$ cat config.mk
export PLATFORM = sky130hd
export DESIGN_NAME = paddle_ctrl
export DESIGN_NICKNAME = d
export VERILOG_FILES = /design/src/rtl/paddle_ctrl.sv
export SDC_FILE = /design/constraint.sdc
export NUM_CORES = 1
export LEC_CHECK = 0
export CAP_MARGIN = 20
export CORE_UTILIZATION = 35
export DETAILED_ROUTE_END_ITERATION = 12
export PLACE_DENSITY_LB_ADDON = 0.15
export SLEW_MARGIN = 10
export SYNTH_ARGS = -nofsm -noshare
export SYNTH_HDL_FRONTEND = slang
export SYNTH_SLANG_ARGS = --single-unit
$ cat constraint.sdc
create_clock -name clk -period 5.9 [get_ports clk]
set_input_delay 1.18 -clock clk [delete_from_list [all_inputs] [get_ports clk]]
set_output_delay 1.18 -clock clk [all_outputs]
set_load 0.1 [all_outputs]
$ cat src/rtl/paddle_ctrl.sv
// rtl/paddle_ctrl.sv - Pong paddle controller: ticked, accelerating, clamped paddle Y position.
// Optional CPU tracking of ballY is compiled in with `define PADDLE_AI_EN.
module paddle_ctrl #(
    parameter int SCREEN_H    = 480,
    parameter int PADDLE_H    = 56,
    parameter int CENTER_Y    = 232,
    parameter int RIGHT_X     = 614,
    parameter int TICK_W      = 17,
    parameter int MAX_STEP    = 4,
    parameter int ACCEL_TICKS = 8,
    parameter int DEAD_ZONE   = 4
) (
    input  logic       clk,
    input  logic       rst,
    input  logic [1:0] state,
    input  logic [1:0] keyboard,
    input  logic       ai_mode,
    input  logic       player,
    input  logic [8:0] ballY,
    output logic [9:0] posX,
    output logic [8:0] posY,
    output logic [2:0] speed
);

    localparam int RUN_W = $clog2(ACCEL_TICKS + 1);

    localparam logic [8:0]       MAX_Y      = 9'(SCREEN_H - PADDLE_H);
    localparam logic [8:0]       CENTER     = 9'(CENTER_Y);
    localparam logic [2:0]       MAX_SPEED  = 3'(MAX_STEP);
    localparam logic [RUN_W-1:0] ACCEL_N    = RUN_W'(ACCEL_TICKS);
    localparam logic [9:0]       HALF_H     = 10'(PADDLE_H / 2);
    localparam logic [9:0]       DZ         = 10'(DEAD_ZONE);

    typedef enum logic [1:0] {
        DIR_HOLD = 2'b00,
        DIR_DOWN = 2'b01,
        DIR_UP   = 2'b10
    } dir_t;

    logic [TICK_W-1:0] tick_cnt, tick_cnt_n;
    logic [RUN_W-1:0]  run, run_n;
    logic [8:0]        pos_y_n;
    logic [2:0]        speed_n;
    dir_t              last_dir, last_dir_n;
    dir_t              dir;
    logic              active;
    logic              tick;
    logic [2:0]        step;
    logic [9:0]        down_sum;

    assign posX = player ? 10'(RIGHT_X) : 10'd0;

    assign active = (state == 2'b01) || (state == 2'b10);
    assign tick   = active && (tick_cnt == {TICK_W{1'b1}});

`ifdef PADDLE_AI_EN
    logic [9:0] center_y;
    logic [9:0] ball_ext;

    assign center_y = {1'b0, posY} + HALF_H;
    assign ball_ext = {1'b0, ballY};

    always_comb begin
        dir = DIR_HOLD;
        if (ai_mode) begin
            if (ball_ext > center_y + DZ)
                dir = DIR_DOWN;
            else if (ball_ext + DZ < center_y)
                dir = DIR_UP;
        end else begin
            case (keyboard)
                2'b01:   dir = DIR_DOWN;
                2'b10:   dir = DIR_UP;
                default: dir = DIR_HOLD;
            endcase
        end
    end
`else
    logic unused_ai;
    assign unused_ai = ^{ai_mode, ballY, HALF_H, DZ};

    always_comb begin
        dir = DIR_HOLD;
        case (keyboard)
            2'b01:   dir = DIR_DOWN;
            2'b10:   dir = DIR_UP;
            default: dir = DIR_HOLD;
        endcase
    end
`endif

    // A reversal starts again at one pixel; the old speed is never applied backwards.
    assign step     = (dir == last_dir) ? speed : 3'd1;
    assign down_sum = {1'b0, posY} + {7'd0, step};

    always_ff @(posedge clk) begin
        if (rst) begin
            tick_cnt <= '0;
            run      <= '0;
            posY     <= CENTER;
            speed    <= 3'd1;
            last_dir <= DIR_HOLD;
        end else begin
            tick_cnt <= tick_cnt_n;
            run      <= run_n;
            posY     <= pos_y_n;
            speed    <= speed_n;
            last_dir <= last_dir_n;
        end
    end

    always_comb begin
        tick_cnt_n = tick_cnt;
        run_n      = run;
        pos_y_n    = posY;
        speed_n    = speed;
        last_dir_n = last_dir;

        if (!active) begin
            tick_cnt_n = '0;
            run_n      = '0;
            pos_y_n    = CENTER;
            speed_n    = 3'd1;
            last_dir_n = DIR_HOLD;
        end else begin
            tick_cnt_n = tick_cnt + 1'b1;
            if (tick) begin
                last_dir_n = dir;

                case (dir)
                    DIR_DOWN: pos_y_n = (down_sum > {1'b0, MAX_Y}) ? MAX_Y : down_sum[8:0];
                    DIR_UP:   pos_y_n = (posY < {6'd0, step}) ? 9'd0 : posY - {6'd0, step};
                    default:  pos_y_n = posY;
                endcase

                // The tick that starts a direction counts as the first of its run.
                if (dir == DIR_HOLD) begin
                    speed_n = 3'd1;
                    run_n   = '0;
                end else if (dir != last_dir) begin
                    speed_n = 3'd1;
                    run_n   = RUN_W'(1);
                end else if (run + 1'b1 >= ACCEL_N) begin
                    speed_n = (speed < MAX_SPEED) ? speed + 3'd1 : MAX_SPEED;
                    run_n   = '0;
                end else begin
                    run_n   = run + 1'b1;
                end
            end
        end
    end

endmodule

Yosys cells after proc, flatten, opt, wreduce, memory -nomap -nowiden. Index checks and enable logic that the tools add are counted.

Logic and storage cells: 45. Input bits: 17. Flip-flop bits (word level): 35. Output and inout port bits: 22.

Mux-type cells: 13. Equality and inequality tests: 9. Reduce and logical (&&, ||, !) cells: 8. Bitwise operators: 1. Add/subtract/negate cells: 5. $lt $le $gt $ge: 4.

Operators by type and width (number): $mux 9 (2); $pmux 9 s2 (1); $add 17x1->17 const B (1); $eq 17x17->1 const B (1); $mux 3 (5); $mux 4 (3); $add 9x3->10 (1); $gt 10x9->1 const B (1); $mux 10 (1); $lt 9x3->1 (1); $sub 9x3->9 (1); $eq 2x1->1 const B (3); $eq 2x2->1 const B (3); $add 4x1->4 const B (1); $ge 4x4->1 const B (1); $pmux 2 s2 (1); $reduce_and 2->1 (2); $add 3x1->3 const B (1); $lt 3x3->1 const B (1); $reduce_bool 3->1 (1); $eq 2x2->1 (1); $logic_not 2->1 (1); $ne 2x2->1 (1); $reduce_bool 2->1 (1); 4 further kinds (4).

Longest topological paths before layout.
Depth in word-level cells: 8. Mapped depth: 13. Gate-level depth less buffers: 13.

Worst setup path after synthesis. OpenSTA, ideal clock, no wires.

Path kind: input to register. Start: input port keyboard[0]. End: register posY[4]. Setup time: 116 ps. Cell stages on the path: 12. Data arrival time: 3730 ps. Buffers on the path: 0. Required time: 5784 ps. Setup slack: 2054 ps. Cells stage by stage: inv_1 -> ha_1 -> xor2_1 -> or3_1 -> ha_1 -> fa_1 -> nor2b_1 -> o22ai_1 -> o21ai_0 -> o211a_1 -> or2_1 -> a41o_2.

Cells in the longest elaborated chain, start to end: 8. Elaborated cells between the ends (all ways): 16. Classes of those cells: 2 x add/sub; 2 x order compare; 5 x eq/ne; 5 x mux; 2 x reduce/logical.

RTL lines: start: declaration (line 16) `input logic [1:0] keyboard,`; $eq 2x2->1 or $eq 2x1->1 (tied branches) (line 84) `case (keyboard)`; $pmux 2 s2 * (line 84); net dir[1] (line 45) `dir_t dir;`; $eq 2x2->1 (line 93) `assign step = (dir == last_dir) ? speed : 3'd1;`; $mux 3 (line 93); $add 9x3->10 (line 94) `assign down_sum = {1'b0, posY} + {7'd0, step};`; $gt 10x9->1 (line 131) `DIR_DOWN: pos_y_n = (down_sum > {1'b0, MAX_Y}) ? MAX_Y : down_sum[8:0];`; $mux 9 (line 131); $pmux 9 s2 (line 130) `case (dir)`; end signal: assignment (line 106) `posY <= pos_y_n;`; end: declaration (line 21) `output logic [8:0] posY,`.

Mark *: on every way through the listed nets, which the timed path passes. The rest lies on a longest branch. A chain may end at the register's enable or synchronous reset.

Worst setup path in the final report.
Start: input port keyboard[0]. End: register posY[5].

Same word-level chain as after synthesis.

==> run metrics <==
status=finished clean; post-synthesis sequential area ratio=29.98%; share of layout cells above drive strength 1=7.432%; hold buffers post-CTS=0; number of global-route vias before repair=1827; async set-reset flop share out of synthesis=0%; Final GP Congestion=0.7381; Reg power frac=47.7%; RSZ-0062 raised after global routing=no; Layout Utilization=41.01%; Logic pwr share=7.6%; # DRC=0; flop2flop setup slack=2.86 ns; worst flop-to-flop path startpoint=last_dir[0]; Post-synth EDFFs=0; Die Y=83.72 um; Main synth FF type=dfxtp_1; Reg-to-Reg End=posY[5]; Int Power=0.3716 mW; Initial Util=36.60%; initial antenna violation count=0; endpoints failing setup=0; post-synthesis cell count=288; Rel. slew slack=35.64%; placed cell areas=0.002506 mm^2; Final Net Count=326; Crit. End Element=flop; Worst Skew=0.002416 ns; Fin. Hold Viols=0; drt wl/cell=13.98 um; Antenna Violating Nets Remaining=0; number of CTS-inserted buffers=5; final wirelength=5.213 mm; Avg Cell Area, Syn=8.115 um^2; dpl hpwl=3.669 mm; core area=0.006386 mm^2; class of the worst hold path=flop to flop; Final Critical Period=4.466 ns; Sw Ratio=25.35%; synthesized area=0.002337 mm^2; Arr. time, crit path=4.62 ns; Yosys cell types=61; flops & latches, synth=35; DRT Pass-1 Iters=4; CTS tree=done; YS warnings=0; Worst VDD drop=0.1506 mV; DIE AREA=0.007009 mm^2; # H-tree levels=2; crit path from=keyboard[0]; I/O Pins=39; total gr overflow=0; Layout area overhead=12.04%; critical path peak fanout=14; CP startpoint kind=primary input; share of power burned in the clock network=44.6%; Reg clk slew, reported paths=0.08 ns; first-pass GRT wire length=8.832 mm; Lkg Pwr=1.005 nW; ant diodes=0; Clock Sinks=35; fmax=223.9 MHz; violation count after the first detailed-routing iteration=117; slew at the pin closest to its max-slew limit=0.9623 ns; sum of negative setup slack=0 ns; crit path capture=posY[5]; r2r worst-path depth=10; post-CTS resize count=0; Die Span X=83.72 um; routed via count=1971; Clk Tree Root Cell=clkbuf_8; Final Hold Slack=0.4555 ns; switching pwr=0.1262 mW; Tot GR Track Use=15.47%; Max Cap Viol=0; Vias/cell=5.284; crit path kind=primary input to flop; # rows=29; PwrDens=190.1 mW/mm^2; Design Area, Final=0.002619 mm^2; Worst EP required=6.05 ns; largest net degree at the start of global routing=28; IO buf count=17; max-slew violation count=0; clock latency at the later pin of the worst-skew pair=0.29 ns; final period utilization=75.70%; postcts setup bufs=0; CTS max path bufs=2
## per-layer routing
| layer | vias up | GRT usage [%] | routed length (um) |
|---|---|---|---|
| met5 | - | 0 | 0 |
| met4 | 0 | 4.931 | 62 |
| met3 | 6 | 2.967 | 156 |
| met2 | 28 | 23.73 | 2214 |
| met1 | 906 | 21.78 | 2780 |
| li1 | 1031 | - | - |
## cells in the final DEF (no fill, tap or decap), drive strengths merged, types with 10 or more instances in the layout
cell type and n:
nand2 22, nor2 26, ha 12, nor3 10, o21ai 15, inv 12
a21oi 10, clkdlybuf4s50 17, dfxtp 35, nand3 10, xor2 17
## cell usage after synthesis, drive strengths merged, types with 4 or more instances
cell type   n  area (um^2)
o21ai      15        75.07
a31oi       8        50.05
and3        6        37.54
and2        7        43.79
clkbuf      9        33.78
buf        14        93.83
nand4       4        25.02
xor2       17        148.9
inv        12        45.04
ha         12        150.1
o211ai      5        37.54
nor2b       7        43.79
nor2       26        97.59
xnor2       6        52.55
nand2      22        85.09
a211oi      4        35.03
nand3      10        55.05
nor3       10        50.05
a21oi      10        50.05
dfxtp      35        700.7
## worst min path at each step
stage | from | endpoint | cells past startpoint
6_report | tick_cnt[0] | tick_cnt[0] | 1
5_1_grt | tick_cnt[0] | tick_cnt[0] | 1
4_1_cts | tick_cnt[0] | tick_cnt[0] | 1
3_5_place_dp | tick_cnt[0] | tick_cnt[0] | 1
3_3_place_gp | tick_cnt[0] | tick_cnt[0] | 1
2_1_floorplan | tick_cnt[0] | tick_cnt[0] | 1
## worst max-delay path, stage by stage
cell and delay, ns:
clkdlybuf4s50_1 0.48, inv_1 0.04, ha_1 0.18, buf_4 0.18, xor2_1 0.17, or3_1 0.35, ha_1 0.25, fa_1 0.48
nor2b_1 0.20, o211ai_1 0.27, nor3_1 0.09, a211oi_2 0.32, or2_1 0.27, a41oi_1 0.13
## cells by family after synthesis
logic type / count (synthesis) / share of synthesized area (%)
multiplexers: 1 / 0.4818
other: 1 / 0.1604
AND/OR/NAND/NOR: 112 / 25.00
XOR/XNOR: 23 / 8.619
AO/OA/AOI/OAI: 67 / 20.24
flip-flops: 35 / 29.98
buffers and inverters: 35 / 7.387
adder cells (fa/ha/maj): 14 / 8.137
## registers in the layout, indices dropped and copies added, names as in the netlist
register,cells
tick_cnt,17
posY,9
run,4
speed,3
last_dir,2
## power groups by stage
stage	Combinational, mW	Sequential, mW	Clock [mW]
finish	0.0379	0.238	0.222
global route	0.0414	0.238	0.238
CTS	0.0383	0.238	0.228
detailed placement	0.0382	0.243	0
global placement	0.0382	0.243	0
floorplan	0.0477	0.243	0
## final cells by class
class / instances / area (um^2)
Sequential cell: 35 / 700.7
Timing Repair Buffer: 19 / 185.2
Tap cell: 77 / 96.34
Multi-Input combinational cell: 222 / 1479
Fill cell: 655 / 3767
Clock inverter: 3 / 43.79
Clock buffer: 5 / 68.82
Inverter: 12 / 45.04
## metrics by stage
stage	power, mW	std cells	worst slack, ns
2_1_floorplan	0.2908	292	2.054
4_1_cts	0.5035	373	1.430
5_1_grt	0.5170	373	1.163
3_5_place_dp	0.2814	365	1.123
3_3_place_gp	0.2814	365	1.109
6_report	0.4978	373	1.434
Note: power is estimated with default switching activity, not from simulation.
